<file path="src/rtl/servo_pkg.sv">
`default_nettype none
// +----------------------------------------------------------------------------+
// | servo_pkg                                                                  |
// | Shared constants, scheduler state type and pulse-width clamp helper.       |
// | Rev 1.0                                                                    |
// +----------------------------------------------------------------------------+
package servo_pkg;

    localparam int FRAME_TICKS = 20000;
    localparam int CNT_W       = 15;
    localparam int PW_MIN      = 1000;
    localparam int PW_MAX      = 2000;
    localparam int PW_INIT     = 1500;
    localparam int STEP        = 10;

    typedef enum logic [0:0] {
        IDLE   = 1'b0,
        UPDATE = 1'b1
    } state_t;

    function automatic int unsigned clamp_u(input int unsigned v,
                                            input int unsigned lo,
                                            input int unsigned hi);
        if (v < lo) begin
            return lo;
        end else if (v > hi) begin
            return hi;
        end
        return v;
    endfunction

endpackage
`default_nettype wire

</file>
<file path="src/rtl/servo_ramp_scheduler_if.sv">
`default_nettype none
// +----------------------------------------------------------------------------+
// | servo_ramp_scheduler_if                                                    |
// | Valid/ready command port carrying a channel index and a target width.      |
// | Rev 1.0                                                                    |
// +----------------------------------------------------------------------------+
interface servo_ramp_scheduler_if #(
    parameter int CH_W  = 2,
    parameter int CNT_W = 15
);

    logic             cmd_valid;
    logic             cmd_ready;
    logic [CH_W-1:0]  cmd_ch;
    logic [CNT_W-1:0] cmd_target;

    modport master (
        output cmd_valid,
        output cmd_ch,
        output cmd_target,
        input  cmd_ready
    );

    modport slave (
        input  cmd_valid,
        input  cmd_ch,
        input  cmd_target,
        output cmd_ready
    );

endinterface
`default_nettype wire

</file>
<file path="src/rtl/servo_pwm_channel.sv">
`default_nettype none
// +----------------------------------------------------------------------------+
// | servo_pwm_channel                                                          |
// | One servo: live position register, bounded slew step, registered PWM.     |
// | Rev 1.0                                                                    |
// +----------------------------------------------------------------------------+
module servo_pwm_channel #(
    parameter int CNT_W   = servo_pkg::CNT_W,
    parameter int PW_INIT = servo_pkg::PW_INIT,
    parameter int STEP    = servo_pkg::STEP
) (
    input  logic             clk,
    input  logic             rst,
    input  logic             i_step_en,
    input  logic [CNT_W-1:0] i_tgt,
    input  logic [CNT_W-1:0] i_cnt,
    output logic [CNT_W-1:0] o_pos,
    output logic             o_pwm
);

    localparam logic [CNT_W-1:0] c_init = CNT_W'(PW_INIT);
    localparam logic [CNT_W-1:0] c_step = CNT_W'(STEP);

    logic [CNT_W-1:0] r_pos;
    logic [CNT_W-1:0] w_pos_nxt;
    logic             r_pwm;

    // Move at most one step, landing exactly on the target when closer than that.
    always_comb begin
        w_pos_nxt = r_pos;
        if (r_pos < i_tgt) begin
            w_pos_nxt = ((i_tgt - r_pos) > c_step) ? (r_pos + c_step) : i_tgt;
        end else if (r_pos > i_tgt) begin
            w_pos_nxt = ((r_pos - i_tgt) > c_step) ? (r_pos - c_step) : i_tgt;
        end
    end

    always_ff @(posedge clk) begin
        if (rst) begin
            r_pos <= c_init;
            r_pwm <= 1'b0;
        end else begin
            if (i_step_en) begin
                r_pos <= w_pos_nxt;
            end
            r_pwm <= (i_cnt < r_pos);
        end
    end

    assign o_pos = r_pos;
    assign o_pwm = r_pwm;

endmodule
`default_nettype wire

</file>
<file path="src/rtl/servo_ramp_scheduler.sv">
`default_nettype none
// +----------------------------------------------------------------------------+
// | servo_ramp_scheduler                                                       |
// | Shared PWM frame, command-driven targets, per-frame slew in the dead tail. |
// | Rev 1.0                                                                    |
// +----------------------------------------------------------------------------+
module servo_ramp_scheduler #(
    parameter int NUM_CH      = 4,
    parameter int FRAME_TICKS = servo_pkg::FRAME_TICKS,
    parameter int CNT_W       = servo_pkg::CNT_W,
    parameter int PW_MIN      = servo_pkg::PW_MIN,
    parameter int PW_MAX      = servo_pkg::PW_MAX,
    parameter int PW_INIT     = servo_pkg::PW_INIT,
    parameter int STEP        = servo_pkg::STEP,
    localparam int CH_W       = (NUM_CH > 1) ? $clog2(NUM_CH) : 1
) (
    input  logic                   mclk,
    input  logic                   rst,
    servo_ramp_scheduler_if.slave  cmd,
    input  logic                   freeze,
    output logic [NUM_CH-1:0]      pwm,
    output logic                   frame_start,
    output logic [NUM_CH-1:0]      busy
);

    import servo_pkg::*;

    localparam logic [CNT_W-1:0] c_last      = CNT_W'(FRAME_TICKS - 1);
    localparam logic [CNT_W-1:0] c_upd_start = CNT_W'(FRAME_TICKS - 1 - NUM_CH);
    localparam logic [CH_W-1:0]  c_last_idx  = CH_W'(NUM_CH - 1);

    if (!(PW_MAX < FRAME_TICKS - NUM_CH - 2)) begin : g_chk_pw_max
        $error("PW_MAX must be below FRAME_TICKS-NUM_CH-2");
    end
    if (!((PW_MIN <= PW_INIT) && (PW_INIT <= PW_MAX))) begin : g_chk_pw_init
        $error("PW_INIT must lie within [PW_MIN, PW_MAX]");
    end
    if (!(STEP >= 1)) begin : g_chk_step
        $error("STEP must be at least 1");
    end
    if (!(longint'(FRAME_TICKS) <= (longint'(1) << CNT_W))) begin : g_chk_cnt_w
        $error("FRAME_TICKS does not fit in CNT_W bits");
    end

    state_t              r_state;
    state_t              w_state_nxt;
    logic [CH_W-1:0]     r_idx;
    logic [CH_W-1:0]     w_idx_nxt;
    logic [CNT_W-1:0]    r_cnt;
    logic                r_frame_start;
    logic [CNT_W-1:0]    r_tgt [NUM_CH];
    logic [CNT_W-1:0]    w_pos [NUM_CH];
    logic [NUM_CH-1:0]   r_busy;
    logic [NUM_CH-1:0]   w_step_en;
    logic [NUM_CH-1:0]   w_pwm;
    logic                w_accept;
    logic                w_ch_legal;
    logic [CNT_W-1:0]    w_cmd_tgt;

    assign cmd.cmd_ready = (r_state == IDLE) && !rst;
    assign w_accept      = cmd.cmd_valid && cmd.cmd_ready;
    assign w_ch_legal    = (32'(cmd.cmd_ch) < NUM_CH);
    assign w_cmd_tgt     = CNT_W'(clamp_u(32'(cmd.cmd_target), PW_MIN, PW_MAX));

    always_ff @(posedge mclk) begin
        if (rst) begin
            r_cnt         <= '0;
            r_frame_start <= 1'b0;
        end else begin
            r_cnt         <= (r_cnt == c_last) ? '0 : (r_cnt + CNT_W'(1));
            r_frame_start <= (r_cnt == '0);
        end
    end

    // The sweep ends on the last counter value, so positions settle before the next frame.
    always_comb begin
        w_state_nxt = r_state;
        w_idx_nxt   = r_idx;
        w_step_en   = '0;
        case (r_state)
            IDLE: begin
                if (r_cnt == c_upd_start) begin
                    w_state_nxt = UPDATE;
                    w_idx_nxt   = '0;
                end
            end
            UPDATE: begin
                w_step_en[r_idx] = !freeze;
                if (r_idx == c_last_idx) begin
                    w_state_nxt = IDLE;
                end else begin
                    w_idx_nxt = r_idx + CH_W'(1);
                end
            end
            default: w_state_nxt = IDLE;
        endcase
    end

    always_ff @(posedge mclk) begin
        if (rst) begin
            r_state <= IDLE;
            r_idx   <= '0;
        end else begin
            r_state <= w_state_nxt;
            r_idx   <= w_idx_nxt;
        end
    end

    always_ff @(posedge mclk) begin
        if (rst) begin
            for (int i = 0; i < NUM_CH; i++) begin
                r_tgt[i] <= CNT_W'(PW_INIT);
            end
            r_busy <= '0;
        end else begin
            if (w_accept && w_ch_legal) begin
                r_tgt[cmd.cmd_ch] <= w_cmd_tgt;
            end
            for (int i = 0; i < NUM_CH; i++) begin
                r_busy[i] <= (w_pos[i] != r_tgt[i]);
            end
        end
    end

    for (genvar g = 0; g < NUM_CH; g++) begin : g_ch
        servo_pwm_channel #(
            .CNT_W   (CNT_W),
            .PW_INIT (PW_INIT),
            .STEP    (STEP)
        ) u_ch (
            .clk       (mclk),
            .rst       (rst),
            .i_step_en (w_step_en[g]),
            .i_tgt     (r_tgt[g]),
            .i_cnt     (r_cnt),
            .o_pos     (w_pos[g]),
            .o_pwm     (w_pwm[g])
        );
    end

    assign pwm         = w_pwm;
    assign frame_start = r_frame_start;
    assign busy        = r_busy;

endmodule
`default_nettype wire

</file>
<file path="src/flat_wrapper.sv">
// flat-port wrapper written by rule: the top's interface ports become plain ports
module servo_ramp_scheduler_flat import servo_pkg::*;
#(
    parameter int NUM_CH      = 4,
    parameter int FRAME_TICKS = servo_pkg::FRAME_TICKS,
    parameter int CNT_W       = servo_pkg::CNT_W,
    parameter int PW_MIN      = servo_pkg::PW_MIN,
    parameter int PW_MAX      = servo_pkg::PW_MAX,
    parameter int PW_INIT     = servo_pkg::PW_INIT,
    parameter int STEP        = servo_pkg::STEP,
    localparam int CH_W       = (NUM_CH > 1) ? $clog2(NUM_CH) : 1
)
  (mclk, rst, freeze, pwm, frame_start, busy, cmd_cmd_valid, cmd_cmd_ch, cmd_cmd_target, cmd_cmd_ready);
  servo_ramp_scheduler_if #(.CH_W((2)), .CNT_W(CNT_W)) cmd_i ();
  input  logic mclk;
  input  logic rst;
  input  logic freeze;
  output logic [NUM_CH-1:0] pwm;
  output logic frame_start;
  output logic [NUM_CH-1:0] busy;
  input wire logic [$bits(cmd_i.cmd_valid)-1:0] cmd_cmd_valid;
  input wire logic [$bits(cmd_i.cmd_ch)-1:0] cmd_cmd_ch;
  input wire logic [$bits(cmd_i.cmd_target)-1:0] cmd_cmd_target;
  output wire logic [$bits(cmd_i.cmd_ready)-1:0] cmd_cmd_ready;
  assign cmd_i.cmd_valid = cmd_cmd_valid;
  assign cmd_i.cmd_ch = cmd_cmd_ch;
  assign cmd_i.cmd_target = cmd_cmd_target;
  assign cmd_cmd_ready = cmd_i.cmd_ready;
  servo_ramp_scheduler #(.NUM_CH(NUM_CH), .FRAME_TICKS(FRAME_TICKS), .CNT_W(CNT_W), .PW_MIN(PW_MIN), .PW_MAX(PW_MAX), .PW_INIT(PW_INIT), .STEP(STEP)) u_core (.mclk(mclk), .rst(rst), .cmd(cmd_i), .freeze(freeze), .pwm(pwm), .frame_start(frame_start), .busy(busy));
endmodule
</file>
<file path="config.mk">
export PLATFORM = sky130hd
export DESIGN_NAME = servo_ramp_scheduler_flat
export DESIGN_NICKNAME = d
export VERILOG_FILES = /design/src/rtl/servo_pkg.sv /design/src/rtl/servo_ramp_scheduler_if.sv /design/src/rtl/servo_pwm_channel.sv /design/src/rtl/servo_ramp_scheduler.sv /design/src/flat_wrapper.sv
export SDC_FILE = /design/constraint.sdc
export NUM_CORES = 1
export LEC_CHECK = 0
export CORE_UTILIZATION = 57
export CTS_BUF_LIST = sky130_fd_sc_hd__clkbuf_4
export CTS_CLUSTER_DIAMETER = 80
export DETAILED_ROUTE_END_ITERATION = 7
export PLACE_DENSITY = 0.74
export SYNTH_ARGS = -nofsm -noshare
export SYNTH_HDL_FRONTEND = slang
export SYNTH_HIERARCHICAL = 1
export SYNTH_SLANG_ARGS = --single-unit
</file>
<file path="constraint.sdc">
create_clock -name mclk -period 11 [get_ports mclk]
set_clock_uncertainty 0.2 [all_clocks]
set_input_delay 1.65 -clock mclk [delete_from_list [all_inputs] [get_ports mclk]]
set_output_delay 1.65 -clock mclk [all_outputs]
set_load 0.005 [all_outputs]
</file>
Word-level counts from Yosys, hierarchy flattened

Memories as Yosys holds them, arrays and structs flattened.
Cells that the tools add are included.

Bits in writable memories: 60
Memories: 1
Word-level logic and storage cells: 122
Bits of input ports: 21
Register bits: 87
Output and inout port bits: 10

Memories:

| memory       | words | width | rd ports | clocked after Yosys merged registers in | wr ports | RTL line                   | text |
|---|---|---|---|---|---|---|---|
| u_core.r_tgt | 4     | 15    | 4        | 0                                       | 4        | servo_ramp_scheduler.sv:51 | `logic [CNT_W-1:0] r_tgt [NUM_CH];` |

$add $sub $neg: 18
Multiplexer cells: 38
Equal/unequal tests: 9
$lt $le $gt $ge: 24
Bitwise gates (word level): 2
Reductions and logical operators: 17

Operators with widths:

| cell                                                  | count |
|---|---|
| two-way mux 15 bit                                    | 18 |
| > comparator 15 x 4 -> 1 bit (second input constant)  | 8 |
| < comparator 15 bit                                   | 8 |
| subtractor 15 bit                                     | 8 |
| adder 15 x 4 -> 15 bit (second input constant)        | 4 |
| > comparator 15 bit                                   | 4 |
| != test 15 bit                                        | 4 |
| subtractor 15 x 4 -> 15 bit (second input constant)   | 4 |
| equality test 15 bit (second input constant)          | 2 |
| two-way mux 11 bit                                    | 2 |
| adder 15 x 1 -> 15 bit (second input constant)        | 1 |
| > comparator 15 x 11 -> 1 bit (second input constant) | 1 |
| zero test 15 bit                                      | 1 |
| < comparator 15 x 10 -> 1 bit (second input constant) | 1 |
| OR reduction 15 bit                                   | 1 |
| two-way mux 1 bit                                     | 11 |
| AND reduction 2 bit                                   | 5 |
| nonzero test 2 bit                                    | 4 |
| two-way mux 2 bit                                     | 3 |
| bitwise AND 4 bit                                     | 1 |
| two-way mux 4 bit                                     | 1 |
| != test 2 bit (second input constant)                 | 2 |
| one-hot mux 2 bit (2 select lines)                    | 1 |
| logical AND 1 bit                                     | 3 |
| 9 further kinds                                       | 10 |

Depth between registers and ports, before layout

Gate-level depths: netlist of run 1.

Word-level depth: 8
Depth in mapped cells: 16
Mapped depth without buffers: 14

Modules after synthesis

Netlist of run 1, hierarchy kept.

By module, submodules not included:

| module                                       | area an instance (µm²) | seq. area each (µm²) | cells each | instances |
|---|---|---|---|---|
| servo_pwm_channel at u_core.g_ch[0].u_ch ... | 3288.2                 | 320.3                | 467        | 3 |
| servo_ramp_scheduler                         | 4048.9                 | 2262.2               | 341        | 1 |
| servo_pwm_channel at u_core.g_ch[1].u_ch     | 3352.0                 | 320.3                | 463        | 1 |

Worst setup path before layout of run 1

No wires, ideal clock.

Path kind: register to register
Start: mem u_core.r_tgt[1][0]
End: reg u_core.g_ch[1].u_ch.r_pos[14]
Clock period less this slack: 3.936 ns
Arrival: 3.617 ns
Path slack: 7.064 ns
Path buffers: 0
Setup time: 0.120 ns
Required time: 10.680 ns
Stages on the path, launching flop included: 14
Cell sequence: edfxtp_1 -> ha_1 -> inv_1 -> fa_1 -> nand3_1 -> a21oi_1 -> or4_1 -> a211o_1 -> or4_4 -> or4_4 -> mux2i_4 -> and2_4 -> a2111oi_2 -> a211o_1

RTL lines:

| item                 | RTL line                   | text |
|---|---|---|
| start, declared      | servo_ramp_scheduler.sv:51 |  |
| end signal, assigned | servo_pwm_channel.sv:40    | `r_pos <= c_init;` |
| end signal, assigned | servo_pwm_channel.sv:44    | `r_pos <= w_pos_nxt;` |
| end, declared        | servo_pwm_channel.sv:24    | `logic [CNT_W-1:0] r_pos;` |

Worst setup path after layout of run 1

Start: reg u_core.g_ch[1].u_ch.r_pos[1]
End: reg u_core.g_ch[1].u_ch.r_pos[9]

Word-level cells in the longest chain between the ends: 5
Elaborated cells between the ends (all ways): 14
Classes of those cells: 4 x add/sub; 4 x order compare; 4 x mux; 2 x reduce/logical

Ends and longest elaborated chain:

| item                         | RTL line                | text |
|---|---|---|
| subtractor 15 bit            | servo_pwm_channel.sv:34 | `w_pos_nxt = ((r_pos - i_tgt) > c_step) ? (r_pos - c_step) : i_tgt;` |
| > comparator 15 x 4 -> 1 bit | servo_pwm_channel.sv:34 |  |
| two-way mux 15 bit           | servo_pwm_channel.sv:34 |  |
| two-way mux 15 bit           | servo_pwm_channel.sv:33 | `end else if (r_pos > i_tgt) begin` |
| two-way mux 15 bit           | servo_pwm_channel.sv:31 | `if (r_pos < i_tgt) begin` |

Several ways; a longest one is shown, not always the timed one. The select of a mux whose other input is x is not followed.
A chain may end at the register's enable or synchronous reset.

==> run summary, run 1 <==
### GRT
• number of antenna violations at the first check in global routing: 1
• grt total ovfl: 0
• first-pass GRT wire length: 83400 um
• largest net degree at the start of global routing: 48
• vias in the first global route: 15933
• overall fraction of global-route tracks in use: 33.3%

### Min path
• endpoint with the worst hold slack: u_core/g_ch[1].u_ch/o_pos[12]$_SDFFE_PP0P_
• hold path depth: 2
• launch instance of the worst min-delay path: u_core/g_ch[1].u_ch/o_pos[12]$_SDFFE_PP0P_
• Hold Path Class: reg -> reg

### Worst setup path
• critical path class: reg -> reg
• reg-to-reg setup timing slack: 6.07 ns
• most frequent CP cell: sky130_fd_sc_hd__a221oi_1
• Data arrival, critical path: 5.18 ns
• cell with the largest stage delay on the worst path: sky130_fd_sc_hd__a2111oi_0
• RR Startpoint: u_core/g_ch[1].u_ch/o_pos[1]$_SDFFE_PP0P_
• Critical Path Max Stage Delay: 0.62 ns
• crit-path max FO: 18
• terminus of the critical flop-to-flop path: u_core/g_ch[1].u_ch/o_pos[9]$_SDFFE_PP0P_
• Critical Path Sink Type: flip-flop
• critical path launch point type: flip-flop
• sequence of cells on the critical path: inv_1 -> fa_1 -> and3_1 -> o21bai_1 -> a21oi_1 -> or4_1 -> a2111oi_0 -> nand4_2 -> nand2_1 -> o21ai_0 -> a221oi_1 -> a221oi_1
• Register-to-Register Path Depth: 12
• CP Data Required Time: 11.26 ns

### Clock network
• maximum clock path buffer count: 2
• setup fix buffers added after clock tree synthesis: 0
• buffer type at the clock tree root: sky130_fd_sc_hd__clkbuf_4
• cts repair resizes: 0
• clock sinks: 147
• clock latency of the later-clocked register in the worst-skew pair: 0.61 ns
• Post-CTS Hold Buffers: 0
• number of buffers inserted during clock tree synthesis: 17
• CTS tree: built
• H-tree levels: 4
• clock-pin transition on the worst setup and hold timing paths: 0.14 ns

### Layout
• final instance count without filler cells: 2569
• net count of the finished layout: 2380
• ratio of cells with drive above 1 in the final layout: 4.45%
• multi-input logic area: 12600 um^2
• Core Util, Final: 60.1%
• number of inserted filler cells in the final layout: 2714
• Synth-to-Final Area Change: 3.49%
• Sequential Area: 3540 um^2

### Run
• number of maximum-capacitance constraint violations: 0

### Timing
• final-report max-slew violation count: 0
• ratio of final minimum period to clock period: 44.8%
• timing-limited maximum frequency: 203 MHz
• setup TNS: 0 ns
• transition time of the tightest slew-check pin: 1.04 ns
• tightest slew margin relative to the limit: 29.9%
• number of setup violations in the final report: 0
• post-layout min period: 4.93 ns
• setup repair after global routing missed its margin: false
• Hold Violations, Final: 0

### Logic synthesis
• FFs w/ async S/R, synth: 0%
• Cell Area, Synth: 17300 um^2
• post-synthesis sequential element count: 147
• gate count of the mapped netlist: 2205
• leading register cell type out of synthesis: sky130_fd_sc_hd__dfxtp_1
• sequential cell area fraction in the yosys report: 20.5%
• mean instance size in the synthesized netlist: 7.83 um^2
• total number of yosys warnings: 6
• number of distinct standard cells referenced by the synthesized netlist: 95
• number of enable-type register cells in the synthesized netlist: 60

### Detailed routing
• residual antenna-violating net count after detailed routing: 0
• initial DRC count: 1688
• Routed Wire Length: 52300 um
• number of design rule violations left after detail routing: 0
• total via count after detailed routing: 17158
• vias per cell: 6.68
• number of iterations in the first detailed-routing pass: 6
• routed length per placed instance: 20.4 um

### Power and ir drop
• Static Leak: 0.00760 uW
• switching power share of the total: 33.7%
• part of the power in the clock network: 29.1%
• highest ir drop seen on vdd: 0.0616 mV
• P_int: 798 uW
• Sequential Power Share: 49.6%
• PD cells: 67.4 nW/um^2
• proportion of power drawn by combinational gates: 21.3%
• net switching component of the power: 407 uW

### Placement
• placed wire-length estimate after detailed placement: 39800 um
• number of placed instances, taps included: 2536
• input/output buffers: 30
• final RePlAce weighted congestion: 0.979

### Die
• y dimension of the die: 176 um
• die width: 176 um
• I/O pin cnt: 31
• placeable core area: 29700 um^2
• Cell Rows: 63
• initial core utilization: 58.1%
• die footprint: 31000 um^2

### Run status
• status: complete, no violations

-- logic make-up (layout without fill, tap and decap cells) --
| kind of cell | count (synthesis) | after routing | synth area share (%) |
|---|---|---|---|
| AOI/OAI and AO/OA | 695 | 695 | 27.6 |
| xor gates and xnor gates | 131 | 131 | 6.65 |
| adders and majority gates | 194 | 194 | 14.4 |
| buffers and inverters | 278 | 236 | 6.96 |
| DFF | 147 | 147 | 20.5 |
| muxes | 22 | 22 | 1.37 |
| other | 1 | 17 | 0.0217 |
| and+or+nand+nor | 737 | 737 | 22.5 |
-- final cells by class --
class	instances	area share, %
multi-input combinational	1795	70.4
sequential	147	19.8
inverter	165	3.47
tap	390	2.73
timing repair buffer	39	2.03
clock inverter	15	0.777
clock buffer	17	0.714
antenna	1	0.0140
-- placed cells by master, fill, tap and decap left out, types with 68 or more instances in the layout --
master	count
sky130_fd_sc_hd__a21oi_1	187
sky130_fd_sc_hd__ha_1	186
sky130_fd_sc_hd__nor2_1	168
sky130_fd_sc_hd__inv_1	165
sky130_fd_sc_hd__nand2_1	140
sky130_fd_sc_hd__o21ai_0	89
sky130_fd_sc_hd__dfxtp_1	87
sky130_fd_sc_hd__nor3_1	70
sky130_fd_sc_hd__xnor2_1	69
sky130_fd_sc_hd__a21o_1	68
-- worst max-delay path by stage --
stage,from,to,depth (start not counted)
6_report,u_core/g_ch[1].u_ch/o_pos[1]$_SDFFE_PP0P_,u_core/g_ch[1].u_ch/o_pos[9]$_SDFFE_PP0P_,12
4_1_cts,u_core/g_ch[1].u_ch/o_pos[1]$_SDFFE_PP0P_,u_core/g_ch[1].u_ch/o_pos[9]$_SDFFE_PP0P_,12
2_1_floorplan,u_core/r_tgt[1][0]$_SDFFCE_PN0P_,u_core/g_ch[1].u_ch/o_pos[14]$_SDFFE_PP0P_,13
5_1_grt,u_core/g_ch[1].u_ch/o_pos[1]$_SDFFE_PP0P_,u_core/g_ch[1].u_ch/o_pos[9]$_SDFFE_PP0P_,12
3_5_place_dp,u_core/g_ch[1].u_ch/o_pos[1]$_SDFFE_PP0P_,u_core/g_ch[1].u_ch/o_pos[9]$_SDFFE_PP0P_,12
3_3_place_gp,u_core/g_ch[1].u_ch/o_pos[4]$_SDFFE_PP1P_,u_core/g_ch[1].u_ch/o_pos[4]$_SDFFE_PP1P_,11
-- synthesized netlist by cell type, drive strengths merged, types with 31 or more instances --
cell type	instances	area (um^2)
a21o	68	510
a21oi	191	971
and3	31	194
buf	46	330
clkbuf	67	251
dfxtp	87	1740
edfxtp	60	1800
ha	186	2330
inv	165	619
nand2	140	526
nand2b	42	270
nand3	60	300
nand4	44	282
nor2	168	631
nor3	70	350
nor4	50	370
o21ai	106	531
o22ai	43	269
xnor2	69	604
xor2	62	543
-- flip-flops by register name, indices dropped and copies added (netlist names) --
signal	flops
u_core/g_ch.u_ch/o_pos	60
u_core/r_tgt	60
u_core/r_cnt	15
u_core/busy	4
u_core/g_ch.u_ch/o_pwm	4
u_core/r_idx	2
u_core/frame_start	1
u_core/r_state	1
-- metal layers --
metal	track usage (%)	up-vias	part of all wire (%)
li1	-	8126	-
met1	45.0	8062	44
met2	54.0	836	45
met3	3.90	134	7.4
met4	12.8	0	3.2
met5	0	-	0
-- power groups by stage --
stage / registers [uW] / clock network [uW] / logic (uW)
finish: 598 / 351 / 256
floorplan: 602 / 0 / 186
CTS: 597 / 356 / 250
global placement: 609 / 0 / 245
global route: 599 / 377 / 280
detailed placement: 609 / 0 / 249
-- stage by stage --
stage / power [uW] / worst slack (ns) / area [um^2] / hold slack [ns]
4_1_cts: 1200 / 6.23 / 17900 / 0.390
5_1_grt: 1260 / 5.79 / 17900 / 0.427
6_report: 1200 / 6.07 / 17900 / 0.399
3_5_place_dp: 858 / 6.27 / 17600 / 0.370
3_3_place_gp: 854 / 6.35 / 17600 / 0.362
2_1_floorplan: 788 / 7.06 / 17300 / 0.268
-- critical path, delay by kind of cell (launching register included) --
family / cells / cell delay (ns)
adder cells (fa/ha/maj): 1 / 0.49
AND/OR/NAND/NOR: 4 / 1.52
AO/OA/AOI/OAI: 6 / 1.72
flip-flops: 1 / 0.60
buffers and inverters: 1 / 0.26
(Power assumes the default switching activity.)
==> run 2, diff against run 1 <==
==> constraint.sdc (replaced) <==
create_clock -name mclk -period 4.9 [get_ports mclk]
set_clock_uncertainty 0.2 [all_clocks]
set_input_delay 0.735 -clock mclk [delete_from_list [all_inputs] [get_ports mclk]]
set_output_delay 0.735 -clock mclk [all_outputs]
set_load 0.005 [all_outputs]
==> run 2 against run 1 <==
  * Clock power grew to 2.7 times the previous value
  * Highest routed layer unchanged
  * Cell area grew 1.3%
  * Critical path type unchanged
  * First-iteration DRC count decreased by 5.5%
  * Utilization grew 0.78 points
  * Via count about the same
  * Register-to-register slack worse by 5.8 ns
  * Combinational power rose by 130%
  * Routed wire length down 2.1%
  * Setup slack worse by 5.8 ns
  * Count of clock-buffer cells in the layout grew 2
==> run summary, run 2 (synthesis results as in run 1) <==
### Timing
• setup TNS: 0 ns, unchanged
• number of setup violations in the final report: 0, unchanged
• Worst Hold Margin: 0.405 ns, +0.00650 ns
• Hold Violations, Final: 0, unchanged
• timing-limited maximum frequency: 218 MHz, +7.5%
• setup ws final: 0.316 ns, -5.76 ns
• final-report max-slew violation count: 0, unchanged
• post-layout min period: 4.58 ns, -0.345 ns
• ratio of final minimum period to clock period: 93.5%, +49 points
• tightest slew margin relative to the limit: 34.2%, +4.3 points
• transition time of the tightest slew-check pin: 0.979 ns, -0.0643 ns
• setup repair after global routing missed its margin: false

### Clock network
• H-tree levels: 4, unchanged
• number of buffers inserted during clock tree synthesis: 17, unchanged
• setup fix buffers added after clock tree synthesis: 0, unchanged
• maximum clock path buffer count: 2, unchanged
• clock-pin transition on the worst setup and hold timing paths: 0.17 ns, +0.03 ns
• clock latency of the later-clocked register in the worst-skew pair: 0.60 ns, about the same
• buffer type at the clock tree root: sky130_fd_sc_hd__clkbuf_4
• cts repair resizes: 0, unchanged
• clock sinks: 147, unchanged
• CTS tree: built
• Post-CTS Hold Buffers: 0, unchanged

### Die
• placeable core area: 29700 um^2, unchanged
• die footprint: 31000 um^2, unchanged
• initial core utilization: 58.1%, unchanged
• I/O pin cnt: 31, unchanged
• Cell Rows: 63, unchanged
• y dimension of the die: 176 um, unchanged
• die width: 176 um, unchanged

### Power and ir drop
• proportion of power drawn by combinational gates: 20.2%, -1.1 points
• PD cells: 158 nW/um^2, +130%
• P_int: 1960 uW, +150%
• net switching component of the power: 897 uW, +120%
• part of the power in the clock network: 32.8%, +3.7 points
• switching power share of the total: 31.4%, -2.3 points
• Sequential Power Share: 46.9%, -2.7 points
• Power, Total: 2860 uW, +140%
• highest ir drop seen on vdd: 0.154 mV, +150%
• Static Leak: 0.00773 uW, +1.7%

### Layout
• Sequential Area: 3540 um^2, unchanged
• highest-count cells in the layout ignoring fill and taps: sky130_fd_sc_hd__a21oi_1, sky130_fd_sc_hd__ha_1, sky130_fd_sc_hd__nor2_1
• net count of the finished layout: 2401, +0.88%
• post-route cell area: 18100 um^2, +1.3%
• most common library cell in the layout ignoring fill and taps: sky130_fd_sc_hd__a21oi_1
• multi-input logic area: 12600 um^2, unchanged
• Synth-to-Final Area Change: 4.83%
• ratio of cells with drive above 1 in the final layout: 5.37%, +0.91 points
• number of inserted filler cells in the final layout: 2755, +1.5%

### GRT
• largest net degree at the start of global routing: 42, -13%
• grt total ovfl: 0, unchanged
• overall fraction of global-route tracks in use: 32.8%, -0.50 points
• vias in the first global route: 15679, -1.6%
• number of antenna violations at the first check in global routing: 1, unchanged
• first-pass GRT wire length: 82000 um, -1.7%

### Detailed routing
• number of iterations in the first detailed-routing pass: 5, -1
• residual antenna-violating net count after detailed routing: 0, unchanged
• total via count after detailed routing: 17160, +0.012%
• vias per cell: 6.63, -0.80%
• routed length per placed instance: 19.8 um, -2.9%
• Routed Wire Length: 51300 um, -2.1%
• initial DRC count: 1596, -5.5%
• number of design rule violations left after detail routing: 0, unchanged

### Worst setup path
• family with the most delay on the worst path: compound AO/OA/AOI/OAI gates
• most frequent CP cell: sky130_fd_sc_hd__a221oi_1
• crit-path max FO: 16, -2
• critical path launch point type: flip-flop
• Data arrival, critical path: 4.86 ns, -0.32 ns
• cell with the largest stage delay on the worst path: sky130_fd_sc_hd__dfxtp_1
• reg-to-reg setup timing slack: 0.32 ns, -5.76 ns
• sequence of cells on the critical path: inv_1 -> fa_1 -> a21o_1 -> a221oi_1 -> nand2b_1 -> a221oi_1 -> a2111oi_2 -> nand4_1 -> o21ai_1 -> buf_4 -> nor2_1 -> a2111o_1 -> a221o_1
• Critical Path Sink Type: flip-flop
• Critical Path Max Stage Delay: 0.60 ns, -0.02 ns
• critical path class: reg -> reg
• crit path buf inv count: 2, +1
• CP Data Required Time: 5.18 ns, -6.08 ns

### Run status
• status: complete, no violations

### Placement
• placed wire-length estimate after detailed placement: 39800 um, about the same
• input/output buffers: 30, unchanged
• Post-Place Cell Area: 17800 um^2, +0.90%
• Post-Place Setup Slack: 0.417 ns, -5.85 ns
• final RePlAce weighted congestion: 0.975, -0.44%

### Min path
• Hold Path Class: reg -> reg

### Run
• number of maximum-capacitance constraint violations: 0, unchanged

run 2: cell count changes in the layout (fill, tap and decap cells not counted):
| cell | change |
|---|---|
| sky130_fd_sc_hd__clkinv_4 | +1 |
| sky130_fd_sc_hd__buf_4 | +21 |
| sky130_fd_sc_hd__inv_4 | -2 |
| sky130_fd_sc_hd__inv_6 | -4 |
| sky130_fd_sc_hd__clkbuf_4 | +2 |
| sky130_fd_sc_hd__inv_8 | +1 |
| sky130_fd_sc_hd__bufinv_16 | +3 |
| sky130_fd_sc_hd__inv_2 | -1 |
run 2: worst paths after layout:
kind,to,cells after the start,startpoint
max,u_core/g_ch[3].u_ch/o_pos[3]$_SDFFE_PP1P_,13,u_core/g_ch[3].u_ch/o_pos[1]$_SDFFE_PP0P_
min reg2reg,u_core/g_ch[1].u_ch/o_pos[12]$_SDFFE_PP0P_,2,u_core/g_ch[1].u_ch/o_pos[12]$_SDFFE_PP0P_
min,u_core/g_ch[1].u_ch/o_pos[12]$_SDFFE_PP0P_,2,u_core/g_ch[1].u_ch/o_pos[12]$_SDFFE_PP0P_
max reg2reg,u_core/g_ch[3].u_ch/o_pos[3]$_SDFFE_PP1P_,13,u_core/g_ch[3].u_ch/o_pos[1]$_SDFFE_PP0P_
run 2: through the flow:
stage | instances | util (%)
after floorplan | 2220 | -
after global placement | 2557 | 59.7
after detailed placement | 2557 | 59.7
after CTS | 2589 | 60.9
after global routing | 2590 | 60.9
final | 2590 | 60.9
run 2: power by group through the flow:
| stage | logic [uW] | registers (uW) | clock network, uW |
|---|---|---|---|
| after floorplan | 417 | 1350 | 0 |
| after global placement | 553 | 1370 | 0 |
| after detailed placement | 563 | 1370 | 0 |
| after CTS | 566 | 1340 | 954 |
| after global routing | 632 | 1340 | 996 |
| final | 577 | 1340 | 938 |
run 2: per-layer routing:
layer | vias to the layer above | wire length, um | GRT usage (%)
met1 | 8093 | 22800 | 45.7
li1 | 8138 | - | -
met5 | - | 0 | 0
met3 | 110 | 3760 | 3.08
met2 | 819 | 23300 | 52.5
met4 | 0 | 1450 | 11.5
run 2: area by class of cell:
type | instances | area share (%)
tap | 390 | 2.70
antenna | 1 | 0.0138
clock inverter | 13 | 1.09
timing repair buffer | 60 | 2.88
multi-input combinational | 1795 | 69.5
inverter | 165 | 3.42
sequential | 147 | 19.6
clock buffer | 19 | 0.788
run 2: worst min-delay path: cells and delay by family, from the launching register on:
| family | cells | cell delay, ns |
|---|---|---|
| flops | 1 | 0.41 |
| compound gates | 2 | 0.16 |
==> run 3, diff against run 2 <==
--- a/config.mk
+++ b/config.mk
@@ -10,6 +10,7 @@
 export CTS_CLUSTER_DIAMETER = 80
 export DETAILED_ROUTE_END_ITERATION = 7
 export PLACE_DENSITY = 0.74
+export SKIP_LAST_GASP = 1
 export SYNTH_ARGS = -nofsm -noshare
 export SYNTH_HDL_FRONTEND = slang
 export SYNTH_HIERARCHICAL = 1
==> constraint.sdc (replaced) <==
create_clock -name mclk -period 4.7 [get_ports mclk]
set_clock_uncertainty 0.2 [all_clocks]
set_input_delay 0.705 -clock mclk [delete_from_list [all_inputs] [get_ports mclk]]
set_output_delay 0.705 -clock mclk [all_outputs]
set_load 0.005 [all_outputs]
==> run 3 against run 2 <==
  * Clock power about the same
  * Sequential power up 4%
  * Cell area up 0.44%
  * Setup slack worse by 0.081 ns
  * Count of clock-buffer cells in the layout down 2
  * Worst hold slack better by 0.0065 ns
  * First-iteration DRC count up 6.2%
  * Global-route usage down 0.29 points
  * Utilization up 0.27 points
  * Critical endpoint unchanged
  * Largest cell class unchanged
  * Highest routed layer unchanged
==> run summary, run 3 (synthesis results as in run 1) <==
### Run status
• status: complete, no violations

### Die
• y dimension of the die: 176 um, unchanged
• die width: 176 um, unchanged
• die footprint: 31000 um^2, unchanged
• I/O pin cnt: 31, unchanged
• Cell Rows: 63, unchanged
• placeable core area: 29700 um^2, unchanged
• initial core utilization: 58.1%, unchanged

### Worst setup path
• critical path launch point type: flip-flop
• cell with the largest stage delay on the worst path: sky130_fd_sc_hd__dfxtp_1
• critical path class: reg -> reg
• RR Startpoint: u_core/g_ch[3].u_ch/o_pos[1]$_SDFFE_PP0P_
• reg-to-reg setup timing slack: 0.24 ns, -0.08 ns
• Register-to-Register Path Depth: 13, unchanged
• CP Data Required Time: 4.96 ns, -0.22 ns
• startpoint of the worst setup timing path: u_core/g_ch[3].u_ch/o_pos[1]$_SDFFE_PP0P_
• Critical Path Sink Type: flip-flop
• most frequent CP cell: sky130_fd_sc_hd__a221oi_1
• Data arrival, critical path: 4.72 ns, -0.14 ns
• terminus of the critical flop-to-flop path: u_core/g_ch[3].u_ch/o_pos[3]$_SDFFE_PP1P_
• sequence of cells on the critical path: inv_1 -> fa_1 -> a21o_1 -> a221oi_1 -> nand2b_1 -> a221oi_1 -> a2111oi_2 -> nand4_1 -> o21ai_1 -> buf_4 -> nor2_1 -> a2111o_1 -> a221o_1
• Critical Path Max Stage Delay: 0.63 ns, +0.03 ns
• crit-path max FO: 19, +3

### Power and ir drop
• Power, Total: 2940 uW, +3.0%
• PD cells: 162 nW/um^2, +2.5%
• Static Leak: 0.00777 uW, +0.53%
• highest ir drop seen on vdd: 0.161 mV, +4.2%

### Layout
• multi-input logic area: 12600 um^2, about the same
• highest-count cells in the layout ignoring fill and taps: sky130_fd_sc_hd__a21oi_1, sky130_fd_sc_hd__ha_1, sky130_fd_sc_hd__nor2_1
• most common library cell in the layout ignoring fill and taps: sky130_fd_sc_hd__a21oi_1
• number of inserted filler cells in the final layout: 2707, -1.7%
• Core Util, Final: 61.2%, +0.27 points
• final instance count without filler cells: 2603, +0.50%
• Synth-to-Final Area Change: 5.28%
• net count of the finished layout: 2414, +0.54%
• ratio of cells with drive above 1 in the final layout: 5.92%, +0.56 points
• Sequential Area: 3540 um^2, unchanged

### Min path
• hold path depth: 2, unchanged
• Hold Path Class: reg -> reg
• launch instance of the worst min-delay path: u_core/g_ch[1].u_ch/o_pos[12]$_SDFFE_PP0P_
• endpoint with the worst hold slack: u_core/g_ch[1].u_ch/o_pos[12]$_SDFFE_PP0P_

### Clock network
• clock latency of the later-clocked register in the worst-skew pair: 0.58 ns, -0.02 ns
• clock sinks: 147, unchanged
• number of buffers inserted during clock tree synthesis: 17, unchanged
• buffer type at the clock tree root: sky130_fd_sc_hd__clkbuf_4
• H-tree levels: 4, unchanged
• maximum clock path buffer count: 2, unchanged
• clock-pin transition on the worst setup and hold timing paths: 0.16 ns, about the same
• CTS tree: built

### Timing
• final-report max-slew violation count: 0, unchanged
• transition time of the tightest slew-check pin: 1.04 ns, +0.0614 ns
• number of setup violations in the final report: 0, unchanged
• tightest slew margin relative to the limit: 30.1%, -4.1 points
• ratio of final minimum period to clock period: 95.0%, +1.4 points
• Worst Hold Margin: 0.412 ns, +0.00653 ns
• timing-limited maximum frequency: 224 MHz, +2.7%
• Hold Violations, Final: 0, unchanged
• post-layout min period: 4.46 ns, -0.119 ns
• setup repair after global routing missed its margin: false
• setup TNS: 0 ns, unchanged

### Detailed routing
• number of design rule violations left after detail routing: 0, unchanged
• routed length per placed instance: 19.5 um, -1.4%
• number of iterations in the first detailed-routing pass: 5, unchanged
• residual antenna-violating net count after detailed routing: 0, unchanged
• vias per cell: 6.61, -0.22%
• total via count after detailed routing: 17209, +0.29%
• Routed Wire Length: 50800 um, -0.92%
• initial DRC count: 1695, +6.2%

### Placement
• input/output buffers: 30, unchanged
• placed wire-length estimate after detailed placement: 39600 um, -0.47%
• number of placed instances, taps included: 2570, +0.51%
• final RePlAce weighted congestion: 0.974, -0.12%

### GRT
• first-pass GRT wire length: 81700 um, -0.35%
• overall fraction of global-route tracks in use: 32.5%, -0.29 points
• largest net degree at the start of global routing: 42, unchanged
• grt total ovfl: 0, unchanged
• number of antenna violations at the first check in global routing: 1, unchanged
• vias in the first global route: 15887, +1.3%

### Run
• number of maximum-capacitance constraint violations: 0, unchanged

[run 3: changes by cell type in the layout (fill, tap and decap cells not counted), sizes merged]
cell	change
inv	+1
buf	+13
clkbuf	-2
clkinvlp	+2
bufinv	-1
[run 3: power by group]
group          total (uW)  internal [uW]  switching (uW)
clock                 937            384             554
combinational         606            242             365
sequential           1400           1360            40.4
total                2940           1980             958
[run 3: worst max path at each step]
stage / end / slack (ns) / cells past startpoint
2_1_floorplan: u_core/g_ch[1].u_ch/o_pos[14]$_SDFFE_PP0P_ / 0.76 / 13
3_3_place_gp: u_core/g_ch[3].u_ch/o_pos[3]$_SDFFE_PP1P_ / 0.41 / 13
3_5_place_dp: u_core/g_ch[3].u_ch/o_pos[3]$_SDFFE_PP1P_ / 0.31 / 13
4_1_cts: u_core/g_ch[3].u_ch/o_pos[3]$_SDFFE_PP1P_ / 0.26 / 14
5_1_grt: u_core/g_ch[3].u_ch/o_pos[3]$_SDFFE_PP1P_ / 0.04 / 13
6_report: u_core/g_ch[3].u_ch/o_pos[3]$_SDFFE_PP1P_ / 0.24 / 13
[run 3: layer usage]
| layer | part of all wire [%] | global-route usage, % | wire, um |
|---|---|---|---|
| met1 | 44 | 45.0 | 22400 |
| met2 | 45 | 51.7 | 22900 |
| met3 | 7.5 | 3.36 | 3820 |
| met4 | 3.3 | 12.5 | 1670 |
| met5 | 0 | 0 | 0 |
[run 3: repair_timing]
item                                    4_1_cts  5_1_grt
endpoints found under the hold margin         0        0
gates resized for setup                       0        1
endpoints found under the setup margin        0        2
setup buffers                                 0        0
hold buffers                                  0        0
[run 3: worst max-delay path: cells and delay by family (launching register included)]
| kind | cells | cell delay [ns] |
|---|---|---|
| AOI/OAI and AO/OA | 7 | 2.01 |
| adders and majority gates | 1 | 0.51 |
| buffers and inverters | 2 | 0.52 |
| DFF | 1 | 0.63 |
| and+or+nand+nor | 3 | 0.46 |
[run 3: cell type report]
type,instances,share of cell area (%)
Timing Repair Buffer,73,3.40
Clock inverter,15,1.06
Multi-Input combinational cell,1795,69.2
Inverter,165,3.41
Tap cell,390,2.68
Sequential cell,147,19.5
Clock buffer,17,0.702
Antenna cell,1,0.0138
[run 3: stage by stage]
step	worst slack, ns	area, um^2
final	0.235	18200
after global placement	0.414	17900
after global routing	0.0397	18200
after floorplan	0.764	17300
after detailed placement	0.312	17900
after CTS	0.258	18200
